[src/rtl/multicycle_ctrl_if.sv]
// Control/datapath bundle for the RV32I multi-cycle controller.
// master: the controller (reads IR fields and flags, drives enables/selects).
// slave:  the datapath side (drives IR fields and flags, consumes enables).
interface multicycle_ctrl_if #(
  parameter int CNT_W = 32
);
  logic [6:0]       opcode;
  logic [2:0]       funct3;
  logic             zero;
  logic             mem_ready;
  logic             mem_re;
  logic             mem_we;
  logic             ir_we;
  logic             pc_we;
  logic             pc_src;
  logic             reg_we;
  logic             alu_src_b;
  logic [1:0]       alu_op;
  logic [1:0]       imm_sel;
  logic             wb_sel;
  logic [2:0]       state;
  logic [CNT_W-1:0] retired;
  logic             illegal;

  modport master (
    input  opcode, funct3, zero, mem_ready,
    output mem_re, mem_we, ir_we, pc_we, pc_src, reg_we, alu_src_b,
           alu_op, imm_sel, wb_sel, state, retired, illegal
  );

  modport slave (
    output opcode, funct3, zero, mem_ready,
    input  mem_re, mem_we, ir_we, pc_we, pc_src, reg_we, alu_src_b,
           alu_op, imm_sel, wb_sel, state, retired, illegal
  );
endinterface

[src/rtl/multicycle_ctrl.sv]
// Multi-cycle control FSM for the RV32I lab core: FETCH, DECODE, EXEC, MEM,
// WB for R-type, I-ALU, LW, SW, BEQ and BNE.
// Optional macro MULTICYCLE_CTRL_ILLEGAL_TRAP_EN: an illegal opcode enters an
// absorbing TRAP state and raises illegal; otherwise it retires as a NOP.
module multicycle_ctrl #(
  parameter int CNT_W = 32
) (
  input  logic              clk,
  input  logic              rst_n,
  multicycle_ctrl_if.master bus
);

  localparam logic [2:0] S_FETCH  = 3'd0;
  localparam logic [2:0] S_DECODE = 3'd1;
  localparam logic [2:0] S_EXEC   = 3'd2;
  localparam logic [2:0] S_MEM    = 3'd3;
  localparam logic [2:0] S_WB     = 3'd4;
  localparam logic [2:0] S_TRAP   = 3'd5;

  localparam logic [6:0] OP_R      = 7'b0110011;
  localparam logic [6:0] OP_I      = 7'b0010011;
  localparam logic [6:0] OP_LW     = 7'b0000011;
  localparam logic [6:0] OP_SW     = 7'b0100011;
  localparam logic [6:0] OP_BRANCH = 7'b1100011;

  logic [2:0]       state_q, state_d;
  logic [CNT_W-1:0] retired_q;
  logic             illegal_q;
  logic             retire, trap_set;
  logic             legal, taken;
  logic [1:0]       imm_dec;

  logic             mem_re, mem_we, ir_we, pc_we, pc_src, reg_we, alu_src_b, wb_sel;
  logic [1:0]       alu_op, imm_sel;

  // Opcode legality, immediate format and branch condition from the IR fields.
  always_comb begin
    legal   = 1'b0;
    imm_dec = 2'b00;
    unique case (bus.opcode)
      OP_R, OP_I, OP_LW: legal = 1'b1;
      OP_SW:     begin legal = 1'b1; imm_dec = 2'b01; end
      OP_BRANCH: begin legal = 1'b1; imm_dec = 2'b10; end
      default:   legal = 1'b0;
    endcase
    taken = ((bus.funct3 == 3'b000) &&  bus.zero) ||
            ((bus.funct3 == 3'b001) && !bus.zero);
  end

  // Next state, retire strobe and control outputs for the current state.
  always_comb begin
    // NOTE: every output of this block gets a default first, so no path can
    // leave one unassigned and infer a latch.
    state_d   = state_q;
    retire    = 1'b0;
    trap_set  = 1'b0;
    mem_re    = 1'b0;
    mem_we    = 1'b0;
    ir_we     = 1'b0;
    pc_we     = 1'b0;
    pc_src    = 1'b0;
    reg_we    = 1'b0;
    alu_src_b = 1'b0;
    alu_op    = 2'b00;
    imm_sel   = 2'b00;
    wb_sel    = 1'b0;
    unique case (state_q)
      S_FETCH: begin
        mem_re = 1'b1;
        if (bus.mem_ready) begin
          ir_we   = 1'b1;
          pc_we   = 1'b1;
          state_d = S_DECODE;
        end
      end
      S_DECODE: begin
        imm_sel = imm_dec;
        if (legal) begin
          state_d = S_EXEC;
        end else begin
`ifdef MULTICYCLE_CTRL_ILLEGAL_TRAP_EN
          state_d  = S_TRAP;
          trap_set = 1'b1;
`else
          state_d = S_FETCH;
          retire  = 1'b1;
`endif
        end
      end
      S_EXEC: begin
        imm_sel = imm_dec;
        unique case (bus.opcode)
          OP_R:  begin alu_op = 2'b10; state_d = S_WB; end
          OP_I:  begin alu_src_b = 1'b1; alu_op = 2'b10; state_d = S_WB; end
          OP_LW, OP_SW: begin alu_src_b = 1'b1; state_d = S_MEM; end
          OP_BRANCH: begin
            alu_op  = 2'b01;
            pc_we   = taken;
            pc_src  = taken;
            state_d = S_FETCH;
            retire  = 1'b1;
          end
          default: state_d = S_FETCH;
        endcase
      end
      S_MEM: begin
        // Address operands stay selected so the effective address is stable.
        imm_sel   = imm_dec;
        alu_src_b = 1'b1;
        if (bus.opcode == OP_LW) begin
          mem_re = 1'b1;
          if (bus.mem_ready) state_d = S_WB;
        end else begin
          mem_we = 1'b1;
          if (bus.mem_ready) begin
            state_d = S_FETCH;
            retire  = 1'b1;
          end
        end
      end
      S_WB: begin
        reg_we  = 1'b1;
        wb_sel  = (bus.opcode == OP_LW);
        state_d = S_FETCH;
        retire  = 1'b1;
      end
      S_TRAP:  state_d = S_TRAP;
      default: state_d = S_FETCH;
    endcase
  end

  // State, retired counter and sticky illegal flag.
  always_ff @(posedge clk or negedge rst_n) begin
    if (!rst_n) begin
      state_q   <= S_FETCH;
      retired_q <= '0;
      illegal_q <= 1'b0;
    end else begin
      // NOTE: non-blocking assignments so every register samples the values
      // from before this edge, independent of statement order.
      state_q <= state_d;
      if (retire) retired_q <= retired_q + CNT_W'(1);
      if (trap_set) illegal_q <= 1'b1;
    end
  end

  // Combinational controls are forced low while reset is held, since FETCH
  // would otherwise request a memory read during reset.
  assign bus.mem_re    = rst_n & mem_re;
  assign bus.mem_we    = rst_n & mem_we;
  assign bus.ir_we     = rst_n & ir_we;
  assign bus.pc_we     = rst_n & pc_we;
  assign bus.pc_src    = rst_n & pc_src;
  assign bus.reg_we    = rst_n & reg_we;
  assign bus.alu_src_b = rst_n & alu_src_b;
  assign bus.alu_op    = rst_n ? alu_op  : 2'b00;
  assign bus.imm_sel   = rst_n ? imm_sel : 2'b00;
  assign bus.wb_sel    = rst_n & wb_sel;
  assign bus.state     = state_q;
  assign bus.retired   = retired_q;
  assign bus.illegal   = illegal_q;

endmodule

[src/flat_wrapper.sv]
// flat-port wrapper written by rule: the top's interface ports become plain ports
module multicycle_ctrl_flat 
#(
  parameter int CNT_W = 32
)
  (clk, rst_n, bus_opcode, bus_funct3, bus_zero, bus_mem_ready, bus_mem_re, bus_mem_we, bus_ir_we, bus_pc_we, bus_pc_src, bus_reg_we, bus_alu_src_b, bus_alu_op, bus_imm_sel, bus_wb_sel, bus_state, bus_retired, bus_illegal);
  multicycle_ctrl_if #(.CNT_W(CNT_W)) bus_i ();
  input  logic clk;
  input  logic rst_n;
  input wire logic [$bits(bus_i.opcode)-1:0] bus_opcode;
  input wire logic [$bits(bus_i.funct3)-1:0] bus_funct3;
  input wire logic [$bits(bus_i.zero)-1:0] bus_zero;
  input wire logic [$bits(bus_i.mem_ready)-1:0] bus_mem_ready;
  output wire logic [$bits(bus_i.mem_re)-1:0] bus_mem_re;
  output wire logic [$bits(bus_i.mem_we)-1:0] bus_mem_we;
  output wire logic [$bits(bus_i.ir_we)-1:0] bus_ir_we;
  output wire logic [$bits(bus_i.pc_we)-1:0] bus_pc_we;
  output wire logic [$bits(bus_i.pc_src)-1:0] bus_pc_src;
  output wire logic [$bits(bus_i.reg_we)-1:0] bus_reg_we;
  output wire logic [$bits(bus_i.alu_src_b)-1:0] bus_alu_src_b;
  output wire logic [$bits(bus_i.alu_op)-1:0] bus_alu_op;
  output wire logic [$bits(bus_i.imm_sel)-1:0] bus_imm_sel;
  output wire logic [$bits(bus_i.wb_sel)-1:0] bus_wb_sel;
  output wire logic [$bits(bus_i.state)-1:0] bus_state;
  output wire logic [$bits(bus_i.retired)-1:0] bus_retired;
  output wire logic [$bits(bus_i.illegal)-1:0] bus_illegal;
  assign bus_i.opcode = bus_opcode;
  assign bus_i.funct3 = bus_funct3;
  assign bus_i.zero = bus_zero;
  assign bus_i.mem_ready = bus_mem_ready;
  assign bus_mem_re = bus_i.mem_re;
  assign bus_mem_we = bus_i.mem_we;
  assign bus_ir_we = bus_i.ir_we;
  assign bus_pc_we = bus_i.pc_we;
  assign bus_pc_src = bus_i.pc_src;
  assign bus_reg_we = bus_i.reg_we;
  assign bus_alu_src_b = bus_i.alu_src_b;
  assign bus_alu_op = bus_i.alu_op;
  assign bus_imm_sel = bus_i.imm_sel;
  assign bus_wb_sel = bus_i.wb_sel;
  assign bus_state = bus_i.state;
  assign bus_retired = bus_i.retired;
  assign bus_illegal = bus_i.illegal;
  multicycle_ctrl #(.CNT_W(CNT_W)) u_core (.clk(clk), .rst_n(rst_n), .bus(bus_i));
endmodule
[config.mk]
export PLATFORM = sky130hd
export DESIGN_NAME = multicycle_ctrl_flat
export DESIGN_NICKNAME = d
export VERILOG_FILES = /design/src/rtl/multicycle_ctrl_if.sv /design/src/rtl/multicycle_ctrl.sv /design/src/flat_wrapper.sv
export SDC_FILE = /design/constraint.sdc
export NUM_CORES = 1
export LEC_CHECK = 0
export CAP_MARGIN = 0
export CORE_UTILIZATION = 45
export CTS_CLUSTER_DIAMETER = 100
export DETAILED_ROUTE_END_ITERATION = 10
export PLACE_DENSITY = 0.75
export SLEW_MARGIN = 20
export SYNTH_ARGS = -nofsm -noshare
export SYNTH_HDL_FRONTEND = slang
export SYNTH_SLANG_ARGS = --single-unit
[constraint.sdc]
create_clock -name clk -period 2.3 [get_ports clk]
set_input_delay 0.345 -clock clk [delete_from_list [all_inputs] [get_ports clk]]
set_output_delay 0.345 -clock clk [all_outputs]
set_load 0.02 [all_outputs]
==> results.md, run 1 <==
Layout:
- After the last flow step, the layout net total stands at 312.
- The final instance area is 3070 sq um.
- For this run, the share of the core covered by cells in the final layout is 0.701.
- The number of antenna repair diodes is 0.
- The count of filler cells inserted in the layout is 355.
- The layout cell share with drive strength beyond 1 is 0.205.
- Compared with the post-synthesis result, the final layout area differs by 48.2%.

Job:
- The count of maximum capacitance violations is 0.

CTS:
- The number of clock buffers added by TritonCTS is 5.
- TritonCTS built the clock tree.
- The clock tree synthesis step divided the H-tree into 2 levels.
- The clock root buffer master is sky130_fd_sc_hd__clkbuf_8.
- The insertion delay of the later-clocked pin in the worst-skew pair is roughly 0.29 ns.
- The clock input transition at the sequential cells of the worst setup and hold paths is 0.07 ns.
- The largest buffer count on any clock path is 2.
- The clock drives 35 sinks.
- The cts-stage hold buffer count is 0.
- Post-CTS timing repair inserted 0 buffers for setup.

Logic synthesis:
- The post-synthesis cell area is 2070 sq um.
- The most area-hungry cell type in the Yosys netlist is sky130_fd_sc_hd__dfrtp_1.
- The net count of the mapped netlist is ~230.
- The portion of the post-synthesis area used by sequential elements is 0.423.
- Yosys mapped a number of flops with a built-in enable equal to 0.
- Yosys mapped the design onto 39 distinct sky130hd cell types.
- sky130_fd_sc_hd__dfrtp_1 is the most common cell in the netlist.
- By count the netlist is led by sky130_fd_sc_hd__dfrtp_1, sky130_fd_sc_hd__xor2_1, sky130_fd_sc_hd__a21oi_1, sky130_fd_sc_hd__nand3_1, sky130_fd_sc_hd__nand4_1.
- The share of synthesized area in the top cell type comes to 0.423.
- The average instance area after synthesis is about 9.7 sq um.
- For this run, the leading register cell type out of synthesis is sky130_fd_sc_hd__dfrtp_1.
- The number of instances in the synthesized netlist is 213.
- The share of synthesized flip-flops with an asynchronous set or reset is 1.00.
- By area the synthesized netlist is led by sky130_fd_sc_hd__dfrtp_1, sky130_fd_sc_hd__xor2_1, sky130_fd_sc_hd__a21oi_1.
- After synthesis the netlist holds a flip-flop and latch count of 35.
- Yosys printed 0 warnings.

Power:
- The peak supply drop is 0.000324 V.
- The analysis attributes to cell leakage a power of 1.23 nW.
- The power density over cell area is 721 nW/um^2.

STA:
- The final count of hold timing violations came to 0.
- Setup repair after global routing could not meet its margin everywhere.
- The upper clock frequency limit is 449 MHz.
- The final critical path time including I/O delays and setup is 2.23 ns.
- The post-route fraction of the period consumed by the critical path is 0.968.
- The max-slew violation total from the final report is 0.
- The count of endpoints failing setup in the final report is 0.
- Clock skew on the completed layout was measured at 0.00582 ns.

Drt:
- The first detailed-routing pass took 4 iterations.
- The detail route stage leaves a number of antenna-violating nets equal to 0.
- After detailed routing, the number of vias per cell comes to 5.41.
- Wires add up to ~5000 um.
- In this run, the number of DRC markers left after iteration 0 of detailed routing was 75.
- The total number of vias is between 1500 and 2000.
- In the routed design, unresolved DRC markers number 0.
- The average wire per cell in the routed design is 14.0 um.

Global routing:
- For this run the aggregate overflow at the end of global routing stands at 0.
- The first global-routing pass estimated 8520 um of wire.
- The via count of the first global-routing pass is approximately 1800.
- Entering global routing, the biggest net connects 28 pins.
- The initial antenna violation count is 0.
- In the global route stage, overall resource usage came out at 0.216.

Die:
- The die is 69.9 um tall.
- The floorplan die area is 4880 sq um.
- The die width is around 70 um.
- The floorplan has 24 rows.
- The floorplan core area is 4380 sq um.
- For this configuration, the core starts out at a cell density of 0.473.
- The total I/O pin count is 62.

Setup path:
- STA classifies the critical path startpoint as an input pin.
- The worst setup path is of the input pin to primary output kind.
- In this run the worst path has a maximum fanout of 2.
- The arrival time at the worst endpoint is 1.88 ns.
- The data required time of the worst path is 1.96 ns.
- The nature of the critical path endpoint is a primary output.
- The reg2reg setup slack is 0.36 ns.

Placed design:
- The count of port buffers added during placement is 60.
- The wire-length estimate of the detail-placed layout is 3590 um.
- At the end of routability-driven placement, the weighted congestion stood at 0.794.
- The placed instances occupy a cell area of between 2000 and 3000 sq um.

Run status:
- The flow ran to the end, and the final reports show no timing, DRC or antenna violations.

Min path:
- The min-delay analysis places its worst path in the category input pin to asynchronous set/reset pin.
-- area by class of cell --
class / count / area [sq um] / share of cell area
flip-flops and latches: 35 / 876 / 0.285
inverters: 7 / 26.3 / 0.00855
repair buffers: 89 / 827 / 0.269
multi-input cells: 159 / 1140 / 0.371
clock buffers: 5 / 68.8 / 0.0224
well taps: 52 / 65.1 / 0.0212
clock inverters: 3 / 67.6 / 0.0220
-- worst max-delay path: stages --
cell and delay [ns]:
sky130_fd_sc_hd__dlygate4sd2_1 0.23, sky130_fd_sc_hd__nand4bb_4 0.21, sky130_fd_sc_hd__or3_4 0.42, sky130_fd_sc_hd__nor4_4 0.27, sky130_fd_sc_hd__a21oi_2 0.10, sky130_fd_sc_hd__nor3_2 0.16, sky130_fd_sc_hd__buf_4 0.16
-- timing repair --
action | CTS | global route
resized for setup | 25 | 11
pin swaps | 4 | 4
setup endpoints to repair | 10 | 8
hold endpoints to repair | 0 | 0
-- path summary, 6_finish.rpt --
kind | startpoint | depth (start not counted) | to
worst max register to register | u_core.bus.state[2] | 6 | u_core.bus.retired[26]
worst max-delay path | bus_opcode[3] | 7 | bus_pc_we
worst min register to register | u_core.bus.retired[31] | 1 | u_core.bus.retired[31]
min in group clk | u_core.bus.retired[31] | 1 | u_core.bus.retired[31]
worst min-delay path | rst_n | 2 | u_core.bus.retired[12]
max in group asynchronous | rst_n | 2 | u_core.bus.retired[25]
-- state kept, by name, summed over array words and instances, names as in the netlist --
| signal | count |
|---|---|
| u_core.bus.retired | 32 |
| u_core.bus.state | 3 |
-- metal layers --
layer | wire length, um | part of all wire | global-route usage
met4 | 41 | 0.0084 | 0.0644
met3 | 137 | 0.028 | 0.0433
met5 | 0 | 0 | 0
met1 | 2330 | 0.48 | 0.300
met2 | 2390 | 0.49 | 0.340
-- power by group --
group          total, mW  leakage [nW]  switching, mW  internal (mW)
clock              0.660        0.0644          0.228          0.432
sequential         0.839         0.354          0.122          0.717
combinational      0.715         0.814          0.380          0.335
total               2.21          1.23          0.729           1.49
-- cell families (layout without fill, tap and decap cells) --
| group | after synthesis | after routing | share of synthesized area |
|---|---|---|---|
| fa+ha+maj | 1 | 1 | 0.00604 |
| flops | 35 | 35 | 0.423 |
| simple gates | 81 | 81 | 0.228 |
| compound gates | 43 | 43 | 0.157 |
| other cells | 1 | 1 | 0.00181 |
| xor+xnor | 32 | 32 | 0.135 |
| buf+inv | 19 | 104 | 0.0441 |
| mux | 1 | 1 | 0.00543 |
-- metrics by stage --
stage / std cells / worst slack (ns) / hold WS, ns / setup TNS, ns / power [mW]
after floorplan: 213 / 0.144 / 0.0494 / 0 / 1.22
after global placement: 342 / -0.506 / 0.364 / -8.81 / 1.55
after detailed placement: 342 / -0.624 / 0.371 / -10.16 / 1.57
after CTS: 350 / -0.0455 / 0.0586 / -0.0455 / 2.23
after global routing: 350 / -0.0301 / 0.0850 / -0.0301 / 2.32
final: 350 / 0.0727 / 0.0665 / 0 / 2.21
-- layout by cell type (no fill, tap or decap), types with 2 or more instances in the layout --
cell,synthesis,routed
sky130_fd_sc_hd__nor2_1,7,7
sky130_fd_sc_hd__clkbuf_8,0,5
sky130_fd_sc_hd__nand4_1,11,11
sky130_fd_sc_hd__dlygate4sd2_1,0,9
sky130_fd_sc_hd__clkdlybuf4s50_1,0,42
sky130_fd_sc_hd__bufinv_16,0,2
sky130_fd_sc_hd__buf_4,2,29
sky130_fd_sc_hd__nor4_1,4,3
sky130_fd_sc_hd__a21oi_1,25,24
sky130_fd_sc_hd__o21ai_0,3,3
sky130_fd_sc_hd__a211oi_2,8,8
sky130_fd_sc_hd__inv_1,7,7
sky130_fd_sc_hd__xor2_1,27,27
sky130_fd_sc_hd__nor3_1,6,5
sky130_fd_sc_hd__a21boi_0,2,2
sky130_fd_sc_hd__nand2_1,10,10
sky130_fd_sc_hd__nor2b_1,7,7
sky130_fd_sc_hd__dlymetal6s2s_1,0,4
sky130_fd_sc_hd__nand3_1,18,18
sky130_fd_sc_hd__nand2b_1,3,2
sky130_fd_sc_hd__dfrtp_1,35,35
sky130_fd_sc_hd__xnor2_1,5,5
sky130_fd_sc_hd__buf_12,0,2
sky130_fd_sc_hd__and3_1,4,4
No activity file was read; power rests on OpenSTA's default activity.
==> inputs of run 2 (changes only) <==
--- a/config.mk
+++ b/config.mk
@@ -9,6 +9,7 @@
 export CORE_UTILIZATION = 45
 export CTS_CLUSTER_DIAMETER = 100
 export DETAILED_ROUTE_END_ITERATION = 10
+export HOLD_SLACK_MARGIN = 0.1
 export PLACE_DENSITY = 0.75
 export SLEW_MARGIN = 20
 export SYNTH_ARGS = -nofsm -noshare
==> run 2 against run 1 <==
  * Cell count grew 0.57%
  * Non-clock buffer count grew 2
  * Clock power is essentially flat
  * Cell area grew 0.73%
  * Flip-flop and latch count is the same
  * Largest power group unchanged
==> results.md, run 2 (synthesized netlist as in run 1, its figures left out) <==
STA:
- Setup violations remaining at the end of the flow were counted as 0.
- On the final layout, the worst hold slack is 0.469 ns.
- Setup repair after global routing left no endpoint under its margin.
- The final count of hold timing violations is 0.
- The max-slew violation total from the final report is 0.
- The final critical path time including I/O delays and setup is about 2.2 ns.
- The post-route fraction of the period consumed by the critical path is 0.938.
- Across the routed clock network, the largest skew measured is 0.00449 ns.
- Based on the critical path, the design can be clocked at up to roughly 460 MHz.
- Across all setup checks in the final design, the least slack found is 0.142 ns.

CTS:
- The insertion delay of the later-clocked pin in the worst-skew pair is 0.28 ns.
- The number of buffers inserted to repair setup after CTS is 0.
- The clock root buffer master is sky130_fd_sc_hd__clkbuf_8.
- The CTS tree is done.
- The CTS sink count is 35.
- The clock tree synthesis step divided the H-tree into 2 levels.
- The number of clock buffers added by TritonCTS is 5.
- The clock input transition at the sequential cells of the worst setup and hold paths is 0.07 ns.
- The largest buffer count on any clock path is 2.

Global routing:
- The via count of the first global-routing pass is 1854.
- The largest net degree at the start of global routing is 28.
- In the global route stage, overall resource usage came out at 0.218.
- Summed over all layers, the global routing overflow is 0.
- The first global-routing pass estimated roughly 8600 um of wire.
- The initial antenna violation count was 0.

Setup path:
- At the worst endpoint, the arrival time is 1.81 ns.
- STA classifies the critical path endpoint as a primary output.
- For this run, the slowest stage of the critical path takes 0.42 ns.
- The category of the most critical setup path is input pin to primary output.
- Traced cell by cell, the critical path runs through clkdlybuf4s15_1, nand4bb_4, or3_4, nor4_4, a21oi_2, nor3_2, buf_4.
- The cell family contributing the most delay on the critical path is simple AND/OR/NAND/NOR gates.
- At the worst endpoint, the required time is 1.96 ns.
- For this design, the slowest cell found on the critical path is sky130_fd_sc_hd__or3_4.
- The count of buffer and inverter cells on the critical path is 2.
- The largest driver fanout on the critical path is 2.
- The worst setup path is launched from an input pin.

Placed design:
- During placement, the flow inserted port buffers numbering 60.
- The congestion estimate from routability-driven global placement came to 0.794.
- The worst slack at placement is -0.624 ns.
- The area after detailed placement is about 2900 sq um.
- The total half-perimeter wirelength after legalization and detailed placement is roughly 3600 um.

Layout:
- The number of antenna repair diodes is 0.
- The most common cell after layout, fill and taps aside is sky130_fd_sc_hd__clkdlybuf4s50_1.
- The library cells used most frequently in the layout, excluding fill and tap cells, are sky130_fd_sc_hd__clkdlybuf4s50_1, sky130_fd_sc_hd__dfrtp_1, sky130_fd_sc_hd__buf_4.
- Once layout is done, the placed cells without fillers occupy 3090 sq um.
- The count of filler cells inserted in the layout is 352.
- The final core utilization is 0.706.
- The area growth from synthesis to layout is 49.3%.
- The number of flip-flops in the largest register is 32.
- The number of nets in the final layout is 314.
- In the final layout, the share of cells above drive strength 1 is 0.203.

Power:
- The share of power burned in registers is 0.379.
- The internal power of the cells totals 1.49 mW.
- The share of total power dissipated in the clock network is 0.297.
- The overall power is 2.22 mW.
- The fraction of power spent switching nets is 0.329.
- Summed over all cells, the static leakage comes to 1.24 nW.
- The power density over cell area is 717 nW/um^2.
- The peak supply drop is 0.000322 V.
- In this run the power spent charging and discharging nets is 0.730 mW.
- Of the total power, combinational logic draws 0.325.

Drt:
- The number of iterations in the first detailed-routing pass is 4.
- The routed design has 4940 um of wire.
- The first routing iteration left 85 violations.
- The average wire per cell in the routed design is 14.0 um.
- The DRC violation count after routing is 0.
- In this run the remaining antenna-violating nets after routing total 0.
- In the routed layout, each cell is associated on average with a via count of 5.40.
- The total number of vias is 1901.

Min path:
- The tightest min-delay check is of the register to register type.

Die:
- For this configuration, the core starts out at a cell density of 0.473.
- During I/O placement, the number of pins put on the boundary was 62.
- The die boundary height is 69.9 um.
- The total area inside the core boundary comes to 4380 sq um.
- Row generation in the floorplan step produced 24 rows.
- The floorplan step set the die width to about 70 um.
- The die covers a little under 5000 sq um.

Run status:
- The flow ran to the end, and the final reports show no timing, DRC or antenna violations.

Job:
- Max-cap violations in this run came to 0.
## run 2: through the flow
stage,TNS (ns),instances
final,0,352
after global routing,0,352
after CTS,-0.0455,352
after detailed placement,-10.16,342
after global placement,-8.81,342
after floorplan,0,213
## run 2: path summary, 6_finish.rpt
| check | startpoint | slack, ns | to | cells past startpoint |
|---|---|---|---|---|
| max | bus_opcode[2] | 0.14 | bus_pc_we | 7 |
| min | u_core.bus.retired[31] | 0.47 | u_core.bus.retired[31] | 1 |
| max reg2reg | u_core.bus.state[2] | 0.36 | u_core.bus.retired[26] | 6 |
| min reg2reg | u_core.bus.retired[31] | 0.47 | u_core.bus.retired[31] | 1 |
| max in group asynchronous | rst_n | 1.42 | u_core.bus.retired[27] | 3 |
| min in group asynchronous | rst_n | 0.60 | u_core.bus.retired[12] | 3 |
## run 2: power by group through the flow
stage	registers, mW	logic [mW]	clock network, mW
3_3_place_gp	0.847	0.701	0
2_1_floorplan	0.954	0.267	0
5_1_grt	0.857	0.771	0.698
6_report	0.840	0.720	0.659
3_5_place_dp	0.851	0.717	0
4_1_cts	0.839	0.720	0.673
## run 2: metal layers
metal | vias up | global-route usage | routed length, um
li1 | 938 | - | -
met1 | 922 | 0.302 | 2350
met2 | 39 | 0.345 | 2420
met3 | 2 | 0.0433 | 151
met4 | 0 | 0.0644 | 21
met5 | - | 0 | 0
## run 2: area by class of cell
type / count / area (sq um) / area share
clock buffer: 5 / 68.8 / 0.0222
sequential: 35 / 876 / 0.283
inverter: 7 / 26.3 / 0.00849
clock inverter: 3 / 67.6 / 0.0218
tap: 52 / 65.1 / 0.0210
multi-input combinational: 159 / 1140 / 0.369
timing repair buffer: 91 / 850 / 0.275
## run 2: repair_timing
| action | CTS | global route |
|---|---|---|
| endpoints found under the setup margin | 10 | 8 |
| pin swaps | 4 | 5 |
| cloned | 0 | 0 |
| hold buffers | 2 | 0 |
| hold endpoints to repair | 14 | 0 |
| gates resized for setup | 25 | 13 |
## run 2: worst reg2reg max path: stages (launching register included)
cell and delay (ns):
sky130_fd_sc_hd__dfrtp_1 0.39, sky130_fd_sc_hd__buf_4 0.18, sky130_fd_sc_hd__or3b_2 0.45, sky130_fd_sc_hd__o32a_4 0.30, sky130_fd_sc_hd__buf_4 0.20, sky130_fd_sc_hd__a21oi_1 0.19, sky130_fd_sc_hd__xor2_1 0.17
